**src/rtl/slice_addsub_seq.sv**
```systemverilog
`default_nettype none
//==============================================================================
// Module   : slice_addsub_seq
// Purpose  : Multi-precision adder/subtractor. Operands are latched on an
//            accepted start and pushed LSB-first through one 4-bit
//            ripple-carry add/sub slice per clock. The slice carry is chained
//            between cycles in a register.
// Revision : 1.0 - initial release
//------------------------------------------------------------------------------
// Parameters:
//   SLICES  number of 4-bit slices (1..16)
//   WIDTH   operand/result width, fixed at 4*SLICES
// Ports:
//   clk     system clock, rising edge
//   rst     synchronous active-high reset
//   start   operation request, sampled only while not busy
//   op_sub  0 = a+b, 1 = a-b (latched with start)
//   a, b    WIDTH-bit operands (latched with start)
//   busy    high while slices are being processed
//   done    one-cycle pulse: result and flags are valid
//   result  sum/difference, held until the next accepted start
//   cout    carry out of the top slice (subtract: 1 = no borrow)
//   ovf     two's-complement overflow
//   zero    result == 0 (only when ZERO_FLAG_EN is defined)
// Build option:
//   ZERO_FLAG_EN  adds the zero output and its sticky tracking logic
//==============================================================================
module slice_addsub_seq #(
  parameter int  SLICES = 4,
  localparam int WIDTH  = 4 * SLICES
) (
  input  logic             clk,
  input  logic             rst,
  input  logic             start,
  input  logic             op_sub,
  input  logic [WIDTH-1:0] a,
  input  logic [WIDTH-1:0] b,
  output logic             busy,
  output logic             done,
  output logic [WIDTH-1:0] result,
  output logic             cout,
`ifdef ZERO_FLAG_EN
  output logic             zero,
`endif
  output logic             ovf
);

  typedef enum logic [1:0] {
    IDLE = 2'd0,
    RUN  = 2'd1,
    DONE = 2'd2
  } state_t;

  localparam logic [3:0] C_LAST_K = 4'(SLICES - 1);

  state_t           r_state;
  state_t           w_next;
  logic [WIDTH-1:0] r_a;
  logic [WIDTH-1:0] r_b;
  logic             r_sub;
  logic             r_carry;
  logic [3:0]       r_k;
`ifdef ZERO_FLAG_EN
  logic             r_allzero;
`endif

  logic             w_accept;
  logic             w_last;
  logic [3:0]       w_a_sl;
  logic [3:0]       w_b_eff;
  logic [4:0]       w_sum;

  // start is honoured in IDLE and in the DONE cycle (back-to-back issue).
  assign w_accept = start && ((r_state == IDLE) || (r_state == DONE));
  assign w_last   = (r_k == C_LAST_K);

  // Current slice; subtraction is a + ~b + 1, the +1 entering via the
  // carry register, which is preloaded with op_sub.
  assign w_a_sl   = r_a[4*r_k +: 4];
  assign w_b_eff  = r_b[4*r_k +: 4] ^ {4{r_sub}};
  assign w_sum    = {1'b0, w_a_sl} + {1'b0, w_b_eff} + {4'd0, r_carry};

  assign busy = (r_state == RUN);
  assign done = (r_state == DONE);

  // State register
  always_ff @(posedge clk) begin
    if (rst) begin
      r_state <= IDLE;
    end else begin
      r_state <= w_next;
    end
  end

  // Next-state logic
  always_comb begin
    w_next = r_state;
    case (r_state)
      IDLE:    if (start) w_next = RUN;
      RUN:     if (w_last) w_next = DONE;
      DONE:    w_next = start ? RUN : IDLE;
      default: w_next = IDLE;
    endcase
  end

  // Operand latches, slice sequencing and result/flag registers
  always_ff @(posedge clk) begin
    if (rst) begin
      r_a     <= '0;
      r_b     <= '0;
      r_sub   <= 1'b0;
      r_carry <= 1'b0;
      r_k     <= 4'd0;
      result  <= '0;
      cout    <= 1'b0;
      ovf     <= 1'b0;
`ifdef ZERO_FLAG_EN
      zero      <= 1'b0;
      r_allzero <= 1'b0;
`endif
    end else if (w_accept) begin
      r_a     <= a;
      r_b     <= b;
      r_sub   <= op_sub;
      r_carry <= op_sub;
      r_k     <= 4'd0;
`ifdef ZERO_FLAG_EN
      r_allzero <= 1'b1;
`endif
    end else if (r_state == RUN) begin
      result[4*r_k +: 4] <= w_sum[3:0];
      r_carry            <= w_sum[4];
      r_k                <= r_k + 4'd1;
`ifdef ZERO_FLAG_EN
      r_allzero <= r_allzero & (w_sum[3:0] == 4'd0);
`endif
      if (w_last) begin
        cout <= w_sum[4];
        // Overflow: operands of equal sign produce a result of the other sign.
        ovf  <= (w_a_sl[3] == w_b_eff[3]) && (w_sum[3] != w_a_sl[3]);
`ifdef ZERO_FLAG_EN
        zero <= r_allzero & (w_sum[3:0] == 4'd0);
`endif
      end
    end
  end

endmodule
`default_nettype wire

```
**config.mk**
```make
export PLATFORM = sky130hd
export DESIGN_NAME = slice_addsub_seq
export DESIGN_NICKNAME = d
export VERILOG_FILES = /design/src/rtl/slice_addsub_seq.sv
export SDC_FILE = /design/constraint.sdc
export NUM_CORES = 1
export LEC_CHECK = 0
export CORE_MARGIN = 1
export CORE_UTILIZATION = 54
export DETAILED_ROUTE_END_ITERATION = 16
export PLACE_DENSITY = 0.85
export SLEW_MARGIN = 15
export SYNTH_ARGS = -nofsm -noshare
export SYNTH_HDL_FRONTEND = slang
export SYNTH_SLANG_ARGS = --single-unit
```
**constraint.sdc**
```tcl
create_clock -name clk -period 6.75 [get_ports clk]
set_input_delay 1.6875 -clock clk [delete_from_list [all_inputs] [get_ports clk]]
set_output_delay 1.6875 -clock clk [all_outputs]
set_load 0.02 [all_outputs]
```
### Yosys cells after proc, flatten, opt, wreduce, memory -nomap -nowiden

Cells that the tools add are included.
W data, S select, Z words.

| word-level totals | value |
|---|---|
| output and inout bits | 20 |
| register bits | 58 |

| cells by class | value |
|---|---|
| equal/unequal tests | 7 |
| shift operators | 4 |
| bitwise operators | 2 |
| reductions and logical operators | 9 |
| add/subtract/negate cells | 4 |
| muxes and demuxes | 7 |

Operators by type and width:

| kind | number |
|---|---|
| $neg A6 Y34 | 1 |
| $shift A4 B34 Y16 const A | 1 |
| $shiftx A4 B34 Y16 | 1 |
| $shiftx A16 B7 Y4 | 2 |
| $bwmux W16 | 1 |
| $pmux W2 S3 | 1 |
| $add A4 B4 Y5 | 1 |
| $add A5 B1 Y5 | 1 |
| $add A4 B1 Y4 const B | 1 |
| $eq A4 B2 Y1 const B | 1 |
| $mux W2 | 2 |
| $reduce_and A2 Y1 | 2 |
| $xor A4 B4 Y4 | 1 |
| $mux W1 | 3 |
| $reduce_and A3 Y1 | 1 |
| $eq A2 B1 Y1 const B | 1 |
| $eq A2 B2 Y1 const B | 1 |
| $logic_and A1 B1 Y1 | 2 |
| $logic_not A2 Y1 | 1 |
| $ne A2 B1 Y1 const B | 1 |
| $ne A2 B2 Y1 const B | 1 |
| $reduce_bool A2 Y1 | 1 |
| $reduce_or A2 Y1 | 1 |
| $eq A1 B1 Y1 | 1 |
| 3 further kinds | 3 |

### Longest topological paths before layout

| depth | value |
|---|---|
| word-level depth | 6 |
| mapped depth | 12 |
| depth with buffers taken out | 11 |

### Worst setup path after synthesis

OpenSTA, ideal clock, no wires.

| timing path | value |
|---|---|
| kind | reg2reg |
| start point | register r_k[0] |
| end point | register result[2] |
| stages on the path, launching flop included | 10 |
| data arrival time | 2609 ps |
| buffers on the path | 2 |
| data required time | 6622 ps |
| path slack | 4013 ps |
| clock period less this slack | 2737 ps |
| cell sequence | dfxtp_1 clkbuf_1 buf_2 or3_2 ha_1 nor3b_1 or4b_4 a211oi_4 mux2i_1 nor2_1 |

| between the ends | value |
|---|---|
| longest elaborated chain between the ends | 6 |

RTL lines:

| item | RTL line | RTL |
|---|---|---|
| start, declared | 62 | `logic [3:0] r_k;` |
| start signal, assigned | 133 | `r_k <= r_k + 4'd1;` |
| $shiftx A16 B7 Y4 | 80 | `assign w_b_eff = r_b[4*r_k +: 4] ^ {4{r_sub}};` |
| $xor A4 B4 Y4 | 80 |  |
| $add A4 B4 Y5 | 81 | `assign w_sum = {1'b0, w_a_sl} + {1'b0, w_b_eff} + {4'd0, r_carry};` |
| $add A5 B1 Y5 | 81 |  |
| $shiftx A4 B34 Y16 | 131 | `result[4*r_k +: 4] <= w_sum[3:0];` |
| $bwmux W16 (*) | 131 |  |
| end signal, assigned by index | 131 |  |
| end, declared | 40 | `output logic [WIDTH-1:0] result,` |

Mark *: on every way between the ends. The rest lies on a longest branch, timed or not.
A chain may end at the register's enable or synchronous reset.

### Final worst setup path

| timing path | value |
|---|---|
| start point | register r_state[0] |
| end point | output port busy |

| between the ends | value |
|---|---|
| longest elaborated chain between the ends | 1 |

RTL lines:

| item | RTL line | RTL |
|---|---|---|
| start, declared | 56 | `state_t r_state;` |
| start signal, assigned | 91 | `r_state <= w_next;` |
| $eq A2 B1 Y1 | 83 | `assign busy = (r_state == RUN);` |
| end, declared | 38 | `output logic busy,` |

No other way between the ends.

==> run metrics <==
status=complete, no violations; Placer Congestion=0.816; root buf cell=clkbuf_8; PortBufs=55; minimum clock period=3.41 ns; layout cells sized above 1=0.0765; synth warn=0; DRC viols=0; ANT cells=0; initial antenna violation count=0; Crit Path Category=register to output pin; Clock Skew=0.00574 ns; initial DRC count=150; via count=2185; Slew headroom=0.295; top-count cell post-synth=nand2_1; fmax=293 MHz; RSZ-0062 raised after global routing=no; final layout net count=394; Overflow after GRT=0; Detailed Place HPWL=3830 um; Synth Net Count=348; Critical Path AT=1.72 ns; crit end category=output pin; setup bufs post-CTS=0; leakage power=1.21 nW; vias in the first global route=2226; row cnt=24; cts bufs inserted=9; Synth area leader=dfxtp_1; first drt pass iteration count=4; Cell variety after synth=39; Syn Inst Count=304; Die Height=71.6 um; CORE AREA=4500 sq um; Req. time, crit path=5.06 ns; final wirelength=5570 um; peak supply drop=0.209 mV; PwrDens=226 nW/um^2; Syn Area/Cell=8.61 sq um; CP max-delay cell=clkdlybuf4s50_1; ys async rst share=0; slowest stage delay, CP=0.63 ns; routed vias/inst=5.40; Fin Setup TNS=0 ns; Clock Sinks=58; first-pass GRT wire length=9760 um; crit path cell chain=nand2b_1, clkinv_1, clkdlybuf4s50_1; ys flop type=dfxtp_1; Fin. Hold Viols=0; H-tree Lvls=3; worst slew pin tran=1.06 ns; synth cell count leaders=79 x nand2_1, 58 x dfxtp_1, 38 x a21oi_1, 17 x clkbuf_1, 16 x nor2_1; total die area=5130 sq um; largest net degree at the start of global routing=64; final-layout fill cell count=342; chip width=71.6 um; synth top area cells=dfxtp_1 44%, nand2_1 11%, a21oi_1 7.3%; Synth top area share=0.443; number of synthesized flops with an enable pin=0; Synth Cell Area=2620 sq um; Clock Pin Slew Worst Setup and Hold Paths=0.06 ns; max cap viols=0; io pins=56; Hold WC Path Type=register to register; final core utilization=0.735; routed len/inst=13.8 um; Seq cells post-synth=58; Final Cycle Share=0.505; TritonCTS clock tree=yes; Syn-to-layout area delta=26.4%; worst-path fanout max=8; Max clock buf depth=2; Worst-Skew Late Latency=0.32 ns; post_cts resized=0; Initial Util=0.581; total track usage=0.246; Pins Over Slew Limit=0; Post-CTS Hold Buffers=0; ANT nets after route=0; register area share after synthesis=0.443; setup violators final=0; Worst setup SP type=register
report_power, final:
| part | leakage, nW | switching, W | internal (W) | total [W] |
|---|---|---|---|---|
| sequential | 0.473 | 0.0000123 | 0.000358 | 0.000371 |
| clock | 0.0766 | 0.000119 | 0.000140 | 0.000259 |
| combinational | 0.655 | 0.0000616 | 0.0000583 | 0.000120 |
cells by family (layout without fill, tap and decap cells):
| group | count (synthesis) | in the layout | synth area share |
|---|---|---|---|
| buffers and inverters | 30 | 79 | 0.0454 |
| adder cells (fa/ha/maj) | 8 | 8 | 0.0440 |
| AND/OR/NAND/NOR | 128 | 128 | 0.220 |
| AO/OA/AOI/OAI | 55 | 55 | 0.123 |
| flip-flops | 58 | 58 | 0.443 |
| multiplexers | 14 | 14 | 0.0874 |
| XOR/XNOR | 11 | 11 | 0.0368 |
state kept, by name, indices dropped and copies added (netlist names):
signal / flops
cout: 1
ovf: 1
r_a: 16
r_b: 16
r_carry: 1
r_k: 4
r_state: 2
r_sub: 1
result: 16
path summary, 6_finish.rpt:
kind / start / to / slack, ns / cells past startpoint
setup / recovery: r_state[0]$_SDFFE_PP0P_ / busy / 3.34 / 3
hold / removal: r_a[1]$_SDFFE_PP0P_ / r_a[1]$_SDFFE_PP0P_ / 0.45 / 2
setup reg to reg: r_k[0]$_SDFFE_PP0P_ / result[6]$_SDFFE_PP0P_ / 3.53 / 8
hold reg to reg: r_a[1]$_SDFFE_PP0P_ / r_a[1]$_SDFFE_PP0P_ / 0.45 / 2
metrics by stage:
step                      hold WS, ns  std cells  power (W)  setup slack (ns)  area [sq um]
after floorplan                 0.433        304   0.000453              4.01          2620
after detailed placement        0.447        391   0.000497              3.39          3150
after global routing            0.472        405   0.000786              3.26          3310
final                           0.453        405   0.000749              3.34          3310
after global placement          0.439        391   0.000493              3.40          3150
after CTS                       0.455        405   0.000752              3.33          3310
cells in the final DEF (no fill, tap or decap), types with 4 or more instances in the layout:
cell type / n
mux2i_1: 6
nand2b_1: 7
xor2_1: 5
clkbuf_8: 10
nand2_1: 79
mux4_2: 7
a21oi_1: 38
clkdlybuf4s50_1: 54
xnor2_1: 6
a211oi_1: 6
ha_1: 6
inv_1: 8
nor2_1: 16
clkbuf_1: 4
dfxtp_1: 58
nor3_1: 6
final cells by class:
| class | count | area, sq um | share of cell area |
|---|---|---|---|
| clock buffer | 14 | 153 | 0.0461 |
| sequential | 58 | 1160 | 0.351 |
| inverter | 9 | 33.8 | 0.0102 |
| timing repair buffer | 56 | 553 | 0.167 |
| multi-input combinational | 216 | 1340 | 0.406 |
| tap | 52 | 65.1 | 0.0197 |
critical path: cells and delay by family, from the launching register on:
kind | cells | cell delay [ns]
buffers and inverters | 2 | 0.82
flip-flops | 1 | 0.43
AND/OR/NAND/NOR | 1 | 0.15
metal layers:
metal	vias up	global-route usage	share of wire
li1	1109	-	-
met1	1015	0.305	0.43
met2	53	0.405	0.52
met3	8	0.0464	0.031
met4	0	0.137	0.017
met5	-	0	0
(Power assumes the default switching activity.)
